==> src/rtl/pipe_hazard_pkg.sv <==
// Shared types for pipe_hazard_unit: shadow-slot record, stage index names and the zero register.
// SLOT_AW / SLOT_NSRC fix the slot layout and must equal the unit's REG_AW / NUM_SRC.
package pipe_hazard_pkg;

  localparam int SLOT_AW   = 4;
  localparam int SLOT_NSRC = 2;

  localparam logic [SLOT_AW-1:0] ZERO_REG = '0;

  typedef enum logic [1:0] {
    EX  = 2'd0,
    MEM = 2'd1,
    WB  = 2'd2
  } stage_e;

  typedef struct packed {
    logic                                valid;
    logic [SLOT_AW-1:0]                  dst;
    logic                                reg_write;
    logic                                is_load;
    logic                                is_store;
    logic [SLOT_NSRC-1:0][SLOT_AW-1:0]   src;
    logic [SLOT_NSRC-1:0]                src_en;
  } slot_t;

endpackage

==> src/rtl/pipe_hazard_unit_if.sv <==
// Decode/forwarding bundle between the pipeline registers and pipe_hazard_unit.
// Memory-to-memory signals exist only with PIPE_HAZARD_MEM2MEM_EN defined.
interface pipe_hazard_unit_if #(
  parameter int DATA_W  = 16,
  parameter int REG_AW  = 4,
  parameter int NUM_SRC = 2,
  parameter int DEPTH   = 3
);
  localparam int SW = $clog2(DEPTH);

  logic                        id_valid;
  logic [NUM_SRC*REG_AW-1:0]   id_src_addr;
  logic [NUM_SRC-1:0]          id_src_en;
  logic [REG_AW-1:0]           id_dst_addr;
  logic                        id_reg_write;
  logic                        id_is_load;
  logic                        id_is_store;
  logic                        flush;
  logic [(DEPTH-1)*DATA_W-1:0] stage_data;

  logic                        stall;
  logic [NUM_SRC-1:0]          ex_fwd_hit;
  logic [NUM_SRC*DATA_W-1:0]   ex_fwd_data;
  logic [NUM_SRC*SW-1:0]       ex_fwd_stage;
  logic [15:0]                 stall_cnt;
`ifdef PIPE_HAZARD_MEM2MEM_EN
  logic                        mem_fwd_hit;
  logic [DATA_W-1:0]           mem_fwd_data;
`endif

  modport master (
    output id_valid, id_src_addr, id_src_en, id_dst_addr, id_reg_write,
    output id_is_load, id_is_store, flush, stage_data,
`ifdef PIPE_HAZARD_MEM2MEM_EN
    input  mem_fwd_hit, mem_fwd_data,
`endif
    input  stall, ex_fwd_hit, ex_fwd_data, ex_fwd_stage, stall_cnt
  );

  modport slave (
    input  id_valid, id_src_addr, id_src_en, id_dst_addr, id_reg_write,
    input  id_is_load, id_is_store, flush, stage_data,
`ifdef PIPE_HAZARD_MEM2MEM_EN
    output mem_fwd_hit, mem_fwd_data,
`endif
    output stall, ex_fwd_hit, ex_fwd_data, ex_fwd_stage, stall_cnt
  );

endinterface

==> src/rtl/pipe_hazard_unit_haz_match.sv <==
// haz_match: compares one register address against the shadow slots in [FIRST, LAST],
// returning per-slot hit flags and the youngest (lowest-index) hit.
module haz_match
  import pipe_hazard_pkg::*;
#(
  parameter int DEPTH       = 3,
  parameter int FIRST       = 0,
  parameter int LAST        = DEPTH - 1,
  parameter bit LOAD_ONLY   = 1'b0,
  parameter bit ZERO_REG_EN = 1'b1,
  parameter int IW          = $clog2(DEPTH)
) (
  input  logic [SLOT_AW-1:0] addr_i,
  input  logic               en_i,
  input  slot_t              slots_i [DEPTH],
  output logic [DEPTH-1:0]   hit_o,
  output logic               any_o,
  output logic [IW-1:0]      idx_o
);

  logic addr_live;
  assign addr_live = en_i && !(ZERO_REG_EN && (addr_i == ZERO_REG));

  genvar gi;
  generate
    for (gi = 0; gi < DEPTH; gi++) begin : g_slot
      if (gi >= FIRST && gi <= LAST) begin : g_in
        assign hit_o[gi] = addr_live && slots_i[gi].valid && slots_i[gi].reg_write
                           && (slots_i[gi].dst == addr_i)
                           && (!LOAD_ONLY || slots_i[gi].is_load);
      end else begin : g_out
        assign hit_o[gi] = 1'b0;
      end
    end
  endgenerate

  // Scan oldest to youngest so the lowest-index hit is the one left standing.
  always_comb begin
    any_o = 1'b0;
    idx_o = '0;
    for (int k = DEPTH - 1; k >= 0; k--) begin
      if (hit_o[k]) begin
        any_o = 1'b1;
        idx_o = IW'(k);
      end
    end
  end

endmodule

==> src/rtl/pipe_hazard_unit.sv <==
// Hazard detection and EX forwarding from a shadow pipeline of destination tags (slot 0 = EX).
// Optional PIPE_HAZARD_MEM2MEM_EN adds load-to-store forwarding into MEM and waives that stall.
module pipe_hazard_unit
  import pipe_hazard_pkg::*;
#(
  parameter int DATA_W      = 16,
  parameter int REG_AW      = 4,
  parameter int NUM_SRC     = 2,
  parameter int DEPTH       = 3,
  parameter int LOAD_STAGE  = 2,
  parameter int STORE_SRC   = 1,
  parameter int ZERO_REG_EN = 1
) (
  input  logic               clk,
  input  logic               rst,
  pipe_hazard_unit_if.slave  bus
);

  localparam int SW = $clog2(DEPTH);

  slot_t                         slot_q [DEPTH];
  slot_t                         slot0_d;
  logic [15:0]                   stall_cnt_q;
  logic [15:0]                   stall_cnt_d;
  logic                          stall;
  logic                          haz;

  logic [NUM_SRC-1:0][DEPTH-1:0] id_haz;
  logic [NUM_SRC-1:0]            id_haz_any;
  logic [NUM_SRC-1:0]            ex_any;
  logic [NUM_SRC-1:0][SW-1:0]    ex_idx;
  logic [NUM_SRC-1:0]            ex_hit;
  logic [NUM_SRC*DATA_W-1:0]     ex_data;
  logic [NUM_SRC*SW-1:0]         ex_stage;

  genvar gi;
  generate
    for (gi = 0; gi < NUM_SRC; gi++) begin : g_src
      logic [SW-1:0]    id_idx_unused;
      logic [DEPTH-1:0] ex_hits_unused;

      haz_match #(
        .DEPTH(DEPTH), .FIRST(0), .LAST(LOAD_STAGE - 2),
        .LOAD_ONLY(1'b1), .ZERO_REG_EN(ZERO_REG_EN != 0)
      ) u_id (
        .addr_i  (bus.id_src_addr[gi*REG_AW +: REG_AW]),
        .en_i    (bus.id_src_en[gi]),
        .slots_i (slot_q),
        .hit_o   (id_haz[gi]),
        .any_o   (id_haz_any[gi]),
        .idx_o   (id_idx_unused)
      );

      haz_match #(
        .DEPTH(DEPTH), .FIRST(1), .LAST(DEPTH - 1),
        .LOAD_ONLY(1'b0), .ZERO_REG_EN(ZERO_REG_EN != 0)
      ) u_ex (
        .addr_i  (slot_q[0].src[gi]),
        .en_i    (slot_q[0].valid & slot_q[0].src_en[gi]),
        .slots_i (slot_q),
        .hit_o   (ex_hits_unused),
        .any_o   (ex_any[gi]),
        .idx_o   (ex_idx[gi])
      );
    end
  endgenerate

  always_comb begin
    haz = |id_haz_any;
`ifdef PIPE_HAZARD_MEM2MEM_EN
    // A store's data operand fed by the load just ahead is picked up in MEM instead.
    if (bus.id_is_store) begin
      haz = 1'b0;
      for (int s = 0; s < NUM_SRC; s++) begin
        if (s == STORE_SRC) haz = haz | (|id_haz[s][DEPTH-1:1]);
        else                haz = haz | id_haz_any[s];
      end
    end
`endif
  end

  assign stall = bus.id_valid & ~bus.flush & haz;

  always_comb begin
    slot0_d = '0;
    if (bus.id_valid && !stall && !bus.flush) begin
      slot0_d.valid     = 1'b1;
      slot0_d.dst       = bus.id_dst_addr;
      slot0_d.reg_write = bus.id_reg_write;
      slot0_d.is_load   = bus.id_is_load;
      slot0_d.is_store  = bus.id_is_store;
      slot0_d.src       = bus.id_src_addr;
      slot0_d.src_en    = bus.id_src_en;
    end
  end

  assign stall_cnt_d = (stall && stall_cnt_q != 16'hFFFF) ? stall_cnt_q + 16'd1 : stall_cnt_q;

  always_ff @(posedge clk) begin
    if (rst) begin
      for (int k = 0; k < DEPTH; k++) slot_q[k] <= '0;
      stall_cnt_q <= '0;
    end else begin
      slot_q[0] <= slot0_d;
      for (int k = 1; k < DEPTH; k++) slot_q[k] <= slot_q[k-1];
      stall_cnt_q <= stall_cnt_d;
    end
  end

  // A youngest producer that is a load without data yet blocks the forward; older ones would be stale.
  always_comb begin
    ex_hit   = '0;
    ex_data  = '0;
    ex_stage = '0;
    for (int s = 0; s < NUM_SRC; s++) begin
      if (ex_any[s] && !(slot_q[ex_idx[s]].is_load && (int'(ex_idx[s]) < LOAD_STAGE))) begin
        ex_hit[s]                   = 1'b1;
        ex_stage[s*SW +: SW]        = ex_idx[s];
        ex_data[s*DATA_W +: DATA_W] = bus.stage_data[(int'(ex_idx[s]) - 1)*DATA_W +: DATA_W];
      end
    end
  end

  assign bus.stall        = stall;
  assign bus.ex_fwd_hit   = ex_hit;
  assign bus.ex_fwd_data  = ex_data;
  assign bus.ex_fwd_stage = ex_stage;
  assign bus.stall_cnt    = stall_cnt_q;

`ifdef PIPE_HAZARD_MEM2MEM_EN
  logic [DEPTH-1:0] mem_hits_unused;
  logic             mem_any;
  logic [SW-1:0]    mem_idx;
  logic             mem_hit;

  haz_match #(
    .DEPTH(DEPTH), .FIRST(2), .LAST(DEPTH - 1),
    .LOAD_ONLY(1'b0), .ZERO_REG_EN(ZERO_REG_EN != 0)
  ) u_mem (
    .addr_i  (slot_q[1].src[STORE_SRC]),
    .en_i    (slot_q[1].valid & slot_q[1].is_store & slot_q[1].src_en[STORE_SRC]),
    .slots_i (slot_q),
    .hit_o   (mem_hits_unused),
    .any_o   (mem_any),
    .idx_o   (mem_idx)
  );

  assign mem_hit          = mem_any && (int'(mem_idx) == DEPTH - 1);
  assign bus.mem_fwd_hit  = mem_hit;
  assign bus.mem_fwd_data = mem_hit ? bus.stage_data[(DEPTH-2)*DATA_W +: DATA_W] : '0;
`endif

endmodule
==> src/flat_wrapper.sv <==
// flat-port wrapper written by rule: the top's interface ports become plain ports
module pipe_hazard_unit_flat import pipe_hazard_pkg::*;
#(
  parameter int DATA_W      = 16,
  parameter int REG_AW      = 4,
  parameter int NUM_SRC     = 2,
  parameter int DEPTH       = 3,
  parameter int LOAD_STAGE  = 2,
  parameter int STORE_SRC   = 1,
  parameter int ZERO_REG_EN = 1
)
  (clk, rst, bus_id_valid, bus_id_src_addr, bus_id_src_en, bus_id_dst_addr, bus_id_reg_write, bus_id_is_load, bus_id_is_store, bus_flush, bus_stage_data, bus_stall, bus_ex_fwd_hit, bus_ex_fwd_data, bus_ex_fwd_stage, bus_stall_cnt);
  pipe_hazard_unit_if #(.DATA_W(DATA_W), .REG_AW(REG_AW), .NUM_SRC(NUM_SRC), .DEPTH(DEPTH)) bus_i ();
  input  logic clk;
  input  logic rst;
  input wire logic [$bits(bus_i.id_valid)-1:0] bus_id_valid;
  input wire logic [$bits(bus_i.id_src_addr)-1:0] bus_id_src_addr;
  input wire logic [$bits(bus_i.id_src_en)-1:0] bus_id_src_en;
  input wire logic [$bits(bus_i.id_dst_addr)-1:0] bus_id_dst_addr;
  input wire logic [$bits(bus_i.id_reg_write)-1:0] bus_id_reg_write;
  input wire logic [$bits(bus_i.id_is_load)-1:0] bus_id_is_load;
  input wire logic [$bits(bus_i.id_is_store)-1:0] bus_id_is_store;
  input wire logic [$bits(bus_i.flush)-1:0] bus_flush;
  input wire logic [$bits(bus_i.stage_data)-1:0] bus_stage_data;
  output wire logic [$bits(bus_i.stall)-1:0] bus_stall;
  output wire logic [$bits(bus_i.ex_fwd_hit)-1:0] bus_ex_fwd_hit;
  output wire logic [$bits(bus_i.ex_fwd_data)-1:0] bus_ex_fwd_data;
  output wire logic [$bits(bus_i.ex_fwd_stage)-1:0] bus_ex_fwd_stage;
  output wire logic [$bits(bus_i.stall_cnt)-1:0] bus_stall_cnt;
  assign bus_i.id_valid = bus_id_valid;
  assign bus_i.id_src_addr = bus_id_src_addr;
  assign bus_i.id_src_en = bus_id_src_en;
  assign bus_i.id_dst_addr = bus_id_dst_addr;
  assign bus_i.id_reg_write = bus_id_reg_write;
  assign bus_i.id_is_load = bus_id_is_load;
  assign bus_i.id_is_store = bus_id_is_store;
  assign bus_i.flush = bus_flush;
  assign bus_i.stage_data = bus_stage_data;
  assign bus_stall = bus_i.stall;
  assign bus_ex_fwd_hit = bus_i.ex_fwd_hit;
  assign bus_ex_fwd_data = bus_i.ex_fwd_data;
  assign bus_ex_fwd_stage = bus_i.ex_fwd_stage;
  assign bus_stall_cnt = bus_i.stall_cnt;
  pipe_hazard_unit #(.DATA_W(DATA_W), .REG_AW(REG_AW), .NUM_SRC(NUM_SRC), .DEPTH(DEPTH), .LOAD_STAGE(LOAD_STAGE), .STORE_SRC(STORE_SRC), .ZERO_REG_EN(ZERO_REG_EN)) u_core (.clk(clk), .rst(rst), .bus(bus_i));
endmodule
==> config.mk <==
export PLATFORM = sky130hd
export DESIGN_NAME = pipe_hazard_unit_flat
export DESIGN_NICKNAME = d
export VERILOG_FILES = /design/src/rtl/pipe_hazard_pkg.sv /design/src/rtl/pipe_hazard_unit_if.sv /design/src/rtl/pipe_hazard_unit_haz_match.sv /design/src/rtl/pipe_hazard_unit.sv /design/src/flat_wrapper.sv
export SDC_FILE = /design/constraint.sdc
export NUM_CORES = 1
export LEC_CHECK = 0
export CAP_MARGIN = 25
export CORE_ASPECT_RATIO = 2
export CORE_MARGIN = 8
export CORE_UTILIZATION = 40
export DETAILED_ROUTE_END_ITERATION = 7
export DONT_BUFFER_PORTS = 1
export GPL_TIMING_DRIVEN = 1
export HOLD_SLACK_MARGIN = 0.1
export PLACE_DENSITY = 0.58
export SLEW_MARGIN = 0
export SYNTH_ARGS = -nofsm -noshare
export SYNTH_HDL_FRONTEND = slang
export SYNTH_SLANG_ARGS = --single-unit
==> constraint.sdc <==
create_clock -name clk -period 3.5 [get_ports clk]
set_clock_uncertainty 0.15 [all_clocks]
set_input_delay 0.525 -clock clk [delete_from_list [all_inputs] [get_ports clk]]
set_output_delay 0.525 -clock clk [all_outputs]
set_load 0.05 [all_outputs]
==> results.sh, run 1 <==
export IMPL_outcome="finished clean"
export IMPL_synth_main_ff_cell="dfxtp_1"
export IMPL_antenna_found_initial=0
export IMPL_syn_inst=262
export IMPL_async_flop_share=0
export IMPL_post_cts_resized=0
export IMPL_coreArea_um2=5910
export IMPL_ios=108
export IMPL_hold_class="in2reg"
export IMPL_numClockSinks=46
export IMPL_die_y_um=126
export IMPL_wl_met2_mm=3.34
export IMPL_grt_first_pass_wirelength_mm=10.5
export IMPL_area_growth_pct=20.1
export IMPL_fmax_ghz=0.321
export IMPL_grt_max_degree=36
export IMPL_numPortBuffers=0
export IMPL_hold_violations=0
export IMPL_layout_drive_gt1_share=0.207
export IMPL_p_total_w=0.00105
export IMPL_tritoncts="built"
export IMPL_post_dp_hpwl_mm=5.07
export IMPL_synth_top_cell_area_share=0.382
export IMPL_worstReg2RegStart="u_core.bus.stall_cnt[6]"
export IMPL_cts_path_max_buffers=2
export IMPL_initial_utilization=0.408
export IMPL_hold_path_end="u_core.slot_q[31]"
export IMPL_numCtsBuffers=5
export IMPL_gp_congestion=0.873
export IMPL_ctsHoldBuffers=0
export IMPL_rsz0062_at_grt="no"
export IMPL_cp_top_family="simple AND/OR/NAND/NOR gates"
export IMPL_finalSetupViolCount=0
export IMPL_fillers=584
export IMPL_min_period_ns=3.11
export IMPL_rows=40
export IMPL_postCtsSetupBuffers=0
export IMPL_dr_pass1_iters=4
export IMPL_r2r_end="u_core.bus.stall_cnt[7]"
export IMPL_synthTopCellsByArea="dfxtp_1 38%, a22o_1 12%, xnor2_1 4.7%"
export IMPL_cp_required_ns=2.82
export IMPL_clkTransAtPathRegs_ns=0.07
export IMPL_viasPerCell=5.78
export IMPL_dr_first_iter_drc_count=82
export IMPL_fp_dieW_um=70.9
export IMPL_ant_nets=0
export IMPL_synth_largest_area_cell="dfxtp_1"
export IMPL_cts_htree_levels=2
export IMPL_nets=352
export IMPL_wl_met3_um=520
export IMPL_path_max_fanout=18
export IMPL_cp_num_buf_inv=1
export IMPL_routed_top_layer="met4"
export IMPL_yosysWarningCount=0
export IMPL_ys_seq_area_frac=0.382
export IMPL_p_leak_nw=1.08
export IMPL_post_drt_wl_per_cell_um=18.0
export IMPL_synth_seq_cells=46
export IMPL_synth_distinct_cells=41
export IMPL_dieArea_um2=8910
export IMPL_drt_met1_wl_mm=2.56
export IMPL_p_per_area_nw_per_um2=364
export IMPL_clkLatencyLatePin_ns=0.29
export IMPL_r2r_cells=5
export IMPL_critPathLaunchType="flip-flop"
export IMPL_tns_ns=0
export IMPL_crit_type="reg2out"
export IMPL_synth_edff_count=0
export IMPL_drcViolationCount=0
export IMPL_synth_area_um2=2410
export IMPL_grt_pass1_vias=2013
export IMPL_finalMaxSlewViolations=0
export IMPL_cp_cell_sequence="nand2_1 -> nor2_1 -> nand4_1 -> nor4_4 -> a22o_1 -> buf_4"
export IMPL_globalRouteOverflowTotal=0
export IMPL_maxCapViolCount=0
export IMPL_worst_r2r_setup_slack_ns=0.68
export IMPL_synth_avg_cell_area_um2=9.19
export IMPL_cp_slowest_cell="nor4_4"
export IMPL_critPathArrivalTime_ns=2.44
export IMPL_diodes=0
export IMPL_worstSetupEndpointType="output port"
export IMPL_max_stage_delay_ns=0.88
export IMPL_whs_path_depth=1
export IMPL_min_from="rst"
export IMPL_vdd_drop_max_mv=0.292
export IMPL_totalWireLength_mm=6.50
export IMPL_fin_crit_sh=0.890
export IMPL_relSlewSlack=0.351
export IMPL_synth_nets=316
export IMPL_grtUsageTotal=0.144
export IMPL_worst_pin_slew_ns=0.966
export IMPL_vias=2093
export IMPL_root_buffer="clkbuf_16"
==> logic make-up (layout without fill, tap and decap cells) <==
family,count (synthesis),in the layout,share of synthesized area
buf+inv,17,54,0.0353
compound gates,62,62,0.198
simple gates,108,108,0.274
xor+xnor,24,24,0.0873
flops,46,46,0.382
mux,4,4,0.0182
fa+ha+maj,1,1,0.00519
==> Yosys cell counts (2+ instances only) <==
cell      count
xnor2_1      13
nor3_1        4
inv_1         4
a21oi_1      11
nand2_1       9
nor2_1       14
nor4_4        2
or2_2         4
o21ai_0       4
nand3_1      12
nor4_2        2
o31ai_1       8
xor2_1       11
nand2b_1      3
or3_1         4
dfxtp_1      46
a22o_1       32
nor2b_1      15
buf_4         2
nor4_1        6
nand4_1       4
clkbuf_1      3
buf_1         2
mux2_2        3
and2_1       16
buf_2         5
or4_1         9
==> through the flow <==
stage	worst slack (ns)	cell area, um2	hold slack, ns	util	cells
after detailed placement	0.708	2740	0.313	0.464	354
after global routing	0.251	2890	0.136	0.490	362
after floorplan	0.532	2410	0.281	-	262
final	0.386	2890	0.154	0.490	362
after CTS	0.398	2890	0.142	0.490	362
after global placement	0.752	2740	0.304	0.464	354
==> how the worst max path moves through the flow <==
stage / startpoint / to / slack, ns / cells past startpoint
CTS: u_core.slot_q[53] / bus_ex_fwd_data[24] / 0.40 / 6
floorplan: u_core.slot_q[43] / bus_ex_fwd_data[22] / 0.53 / 7
finish: u_core.slot_q[53] / bus_ex_fwd_data[24] / 0.39 / 6
global route: u_core.slot_q[53] / bus_ex_fwd_data[27] / 0.25 / 6
detailed placement: u_core.bus.stall_cnt[6] / u_core.bus.stall_cnt[7] / 0.71 / 5
global placement: u_core.slot_q[53] / bus_ex_fwd_data[27] / 0.75 / 6
==> layer usage <==
layer  vias to the layer above  global-route usage
li1                       1036                   -
met1                       989               0.165
met2                        62               0.238
met3                         6              0.0509
met4                         0              0.0482
met5                         -                   0
==> registers in the layout, summed over array words and instances, names as in the netlist <==
register,flops
u_core.slot_q,30
u_core.bus.stall_cnt,16
==> placed cells by master (no fill, tap or decap), drive strengths merged, types with 2 or more instances in the layout <==
cell	n
nand2b	3
or2	4
nand4	4
a22oi	2
buf	42
clkbuf	5
or4	9
o21ai	4
nor2b	15
a21oi	11
or3	4
inv	7
o31ai	8
a22o	32
dfxtp	46
xnor2	13
nor4	10
nor3	4
xor2	11
nand2	9
mux2	3
nor2	14
and2	16
nand3	12
==> area by class of cell <==
| cell class | instances | area (um2) | share of cell area |
|---|---|---|---|
| Clock buffer | 5 | 125 | 0.0433 |
| Inverter | 4 | 15.0 | 0.00519 |
| Sequential cell | 46 | 921 | 0.318 |
| Multi-Input combinational cell | 199 | 1410 | 0.488 |
| Timing Repair Buffer | 42 | 315 | 0.109 |
| Tap cell | 63 | 78.8 | 0.0272 |
| Clock inverter | 3 | 26.3 | 0.00908 |
==> where the power goes <==
| part | total [W] | internal (W) | switching, W |
|---|---|---|---|
| clock | 0.000485 | 0.000272 | 0.000213 |
| combinational | 0.0000291 | 0.0000156 | 0.0000135 |
| sequential | 0.000538 | 0.000531 | 0.00000738 |
| total | 0.00105 | 0.000819 | 0.000233 |
Note: power is estimated with default switching activity, not from simulation.
==> run 2: changes to the inputs <==
--- a/config.mk
+++ b/config.mk
@@ -8,12 +8,12 @@
 export CAP_MARGIN = 25
 export CORE_ASPECT_RATIO = 2
 export CORE_MARGIN = 8
-export CORE_UTILIZATION = 40
+export CORE_UTILIZATION = 58
 export DETAILED_ROUTE_END_ITERATION = 7
 export DONT_BUFFER_PORTS = 1
 export GPL_TIMING_DRIVEN = 1
 export HOLD_SLACK_MARGIN = 0.1
-export PLACE_DENSITY = 0.58
+export PLACE_DENSITY = 0.78
 export SLEW_MARGIN = 0
 export SYNTH_ARGS = -nofsm -noshare
 export SYNTH_HDL_FRONTEND = slang
==> results.sh, run 2 (synthesis results as in run 1) <==
export IMPL_relSlewSlack=0.408
export IMPL_grt_first_pass_wirelength_mm=9.32
export IMPL_outcome="finished clean"
export IMPL_cp_cell_sequence="or4_1 -> nand3_1 -> o31a_1 -> a22o_1 -> buf_4"
export IMPL_grtUsageTotal=0.177
export IMPL_layout_drive_gt1_share=0.205
export IMPL_tns_ns=0
export IMPL_hold_violations=0
export IMPL_gp_congestion=0.867
export IMPL_rsz0062_at_grt="no"
export IMPL_worst_r2r_setup_slack_ns=0.74
export IMPL_die_y_um=107
export IMPL_multi_input_area_um2=1410
export IMPL_final_common_cell="dfxtp_1"
export IMPL_globalRouteOverflowTotal=0
export IMPL_worst_pin_slew_ns=0.881
export IMPL_fillers=333
export IMPL_dr_pass1_iters=4
export IMPL_numClockSinks=46
export IMPL_post_drt_wl_per_cell_um=17.8
export IMPL_min_period_ns=3.08
export IMPL_diodes=0
export IMPL_ff_latch_area_um2=921
export IMPL_cp_required_ns=2.82
export IMPL_fin_crit_sh=0.879
export IMPL_p_leak_nw=1.05
export IMPL_totalWireLength_mm=6.22
export IMPL_hold_path_end="u_core.bus.stall_cnt[10]"
export IMPL_worstSetupEndpointType="output port"
export IMPL_path_max_fanout=18
export IMPL_cts_htree_levels=2
export IMPL_cts_path_max_buffers=2
export IMPL_worstReg2RegStart="u_core.bus.stall_cnt[7]"
export IMPL_grt_max_degree=36
export IMPL_critPathArrivalTime_ns=2.40
export IMPL_cp_slowest_cell="o31a_1"
export IMPL_clkTransAtPathRegs_ns=0.08
export IMPL_hold_class="in2reg"
export IMPL_coreArea_um2=4050
export IMPL_vdd_drop_max_mv=0.256
export IMPL_clkLatencyLatePin_ns=0.29
export IMPL_tritoncts="built"
export IMPL_vias=2147
export IMPL_grt_pass1_vias=2092
export IMPL_dr_first_iter_drc_count=50
export IMPL_ctsHoldBuffers=0
export IMPL_r2r_end="u_core.bus.stall_cnt[9]"
export IMPL_finalMaxSlewViolations=0
export IMPL_fp_dieW_um=61.6
export IMPL_drcViolationCount=0
export IMPL_crit_type="reg2out"
export IMPL_root_buffer="clkbuf_8"
export IMPL_area_growth_pct=16.5
export IMPL_ant_nets=0
export IMPL_largest_reg_flops=30
export IMPL_postCtsSetupBuffers=0
export IMPL_dieArea_um2=6600
export IMPL_post_dp_hpwl_mm=4.93
export IMPL_numCtsBuffers=5
export IMPL_post_cts_resized=0
export IMPL_r2r_cells=5
export IMPL_finalSetupViolCount=0
export IMPL_p_per_area_nw_per_um2=309
export IMPL_max_stage_delay_ns=0.61
export IMPL_regMostFlops="u_core.slot_q"
export IMPL_layout_cells_most_common_list="46 x dfxtp_1, 42 x buf_4, 32 x a22o_1"
export IMPL_cp_num_buf_inv=1
export IMPL_rows=33
export IMPL_maxCapViolCount=0
export IMPL_min_from="rst"
export IMPL_p_total_w=0.000867
export IMPL_whs_path_depth=1
export IMPL_ios=108
export IMPL_cp_top_family="compound AO/OA/AOI/OAI gates"
export IMPL_nets=352
export IMPL_antenna_found_initial=0
export IMPL_numPortBuffers=0
export IMPL_fmax_ghz=0.325
export IMPL_worstSetupStartpoint="u_core.slot_q[39]"
export IMPL_critPathLaunchType="flip-flop"
export IMPL_initial_utilization=0.595
export IMPL_viasPerCell=6.13
-- run 2: per-layer routing --
layer | track usage | vias to the layer above | share of wire
met1 | 0.149 | 1004 | 0.32
met5 | 0 | - | 0
met2 | 0.335 | 103 | 0.51
met4 | 0.0690 | 0 | 0.019
met3 | 0.0743 | 11 | 0.15
li1 | - | 1029 | -
-- run 2: worst register-to-register path, stage by stage, from the launching register on --
cell and delay (ns):
dfxtp_1 0.72, nand4_1 0.32, or3_1 0.48, nor2_1 0.56, nor4b_1 0.13, mux2_2 0.30
-- run 2: final cells by class --
type                       instances  area share
clock buffer                       5      0.0245
clock inverter                     2     0.00357
inverter                           4     0.00535
multi-input combinational        199       0.503
sequential                        46       0.328
tap                               52      0.0232
timing repair buffer              42       0.112
-- run 2: how the worst max path moves through the flow --
stage | endpoint | slack (ns) | cells past startpoint
floorplan | bus_ex_fwd_data[22] | 0.53 | 7
global placement | u_core.bus.stall_cnt[9] | 0.81 | 5
detailed placement | u_core.bus.stall_cnt[9] | 0.76 | 5
CTS | bus_ex_fwd_data[0] | 0.43 | 5
global route | bus_ex_fwd_data[9] | 0.33 | 5
finish | bus_ex_fwd_data[8] | 0.42 | 5
-- run 2: power breakdown --
part           total [W]  internal (W)  switching [W]  leakage, nW
registers       0.000538      0.000530     0.00000795        0.372
clock network   0.000299      0.000134       0.000165       0.0438
logic          0.0000296     0.0000156      0.0000140        0.632
total           0.000867      0.000680       0.000186         1.05
-- run 2: metrics by stage --
stage                     hold slack (ns)   util  setup WS (ns)  cells  cell area (um2)
after floorplan                     0.281      -          0.532    262             2410
after global placement              0.314  0.674          0.808    343             2730
after detailed placement            0.321  0.674          0.762    343             2730
after CTS                           0.132  0.694          0.431    350             2810
after global routing                0.127  0.694          0.333    350             2810
final                               0.140  0.694          0.422    350             2810
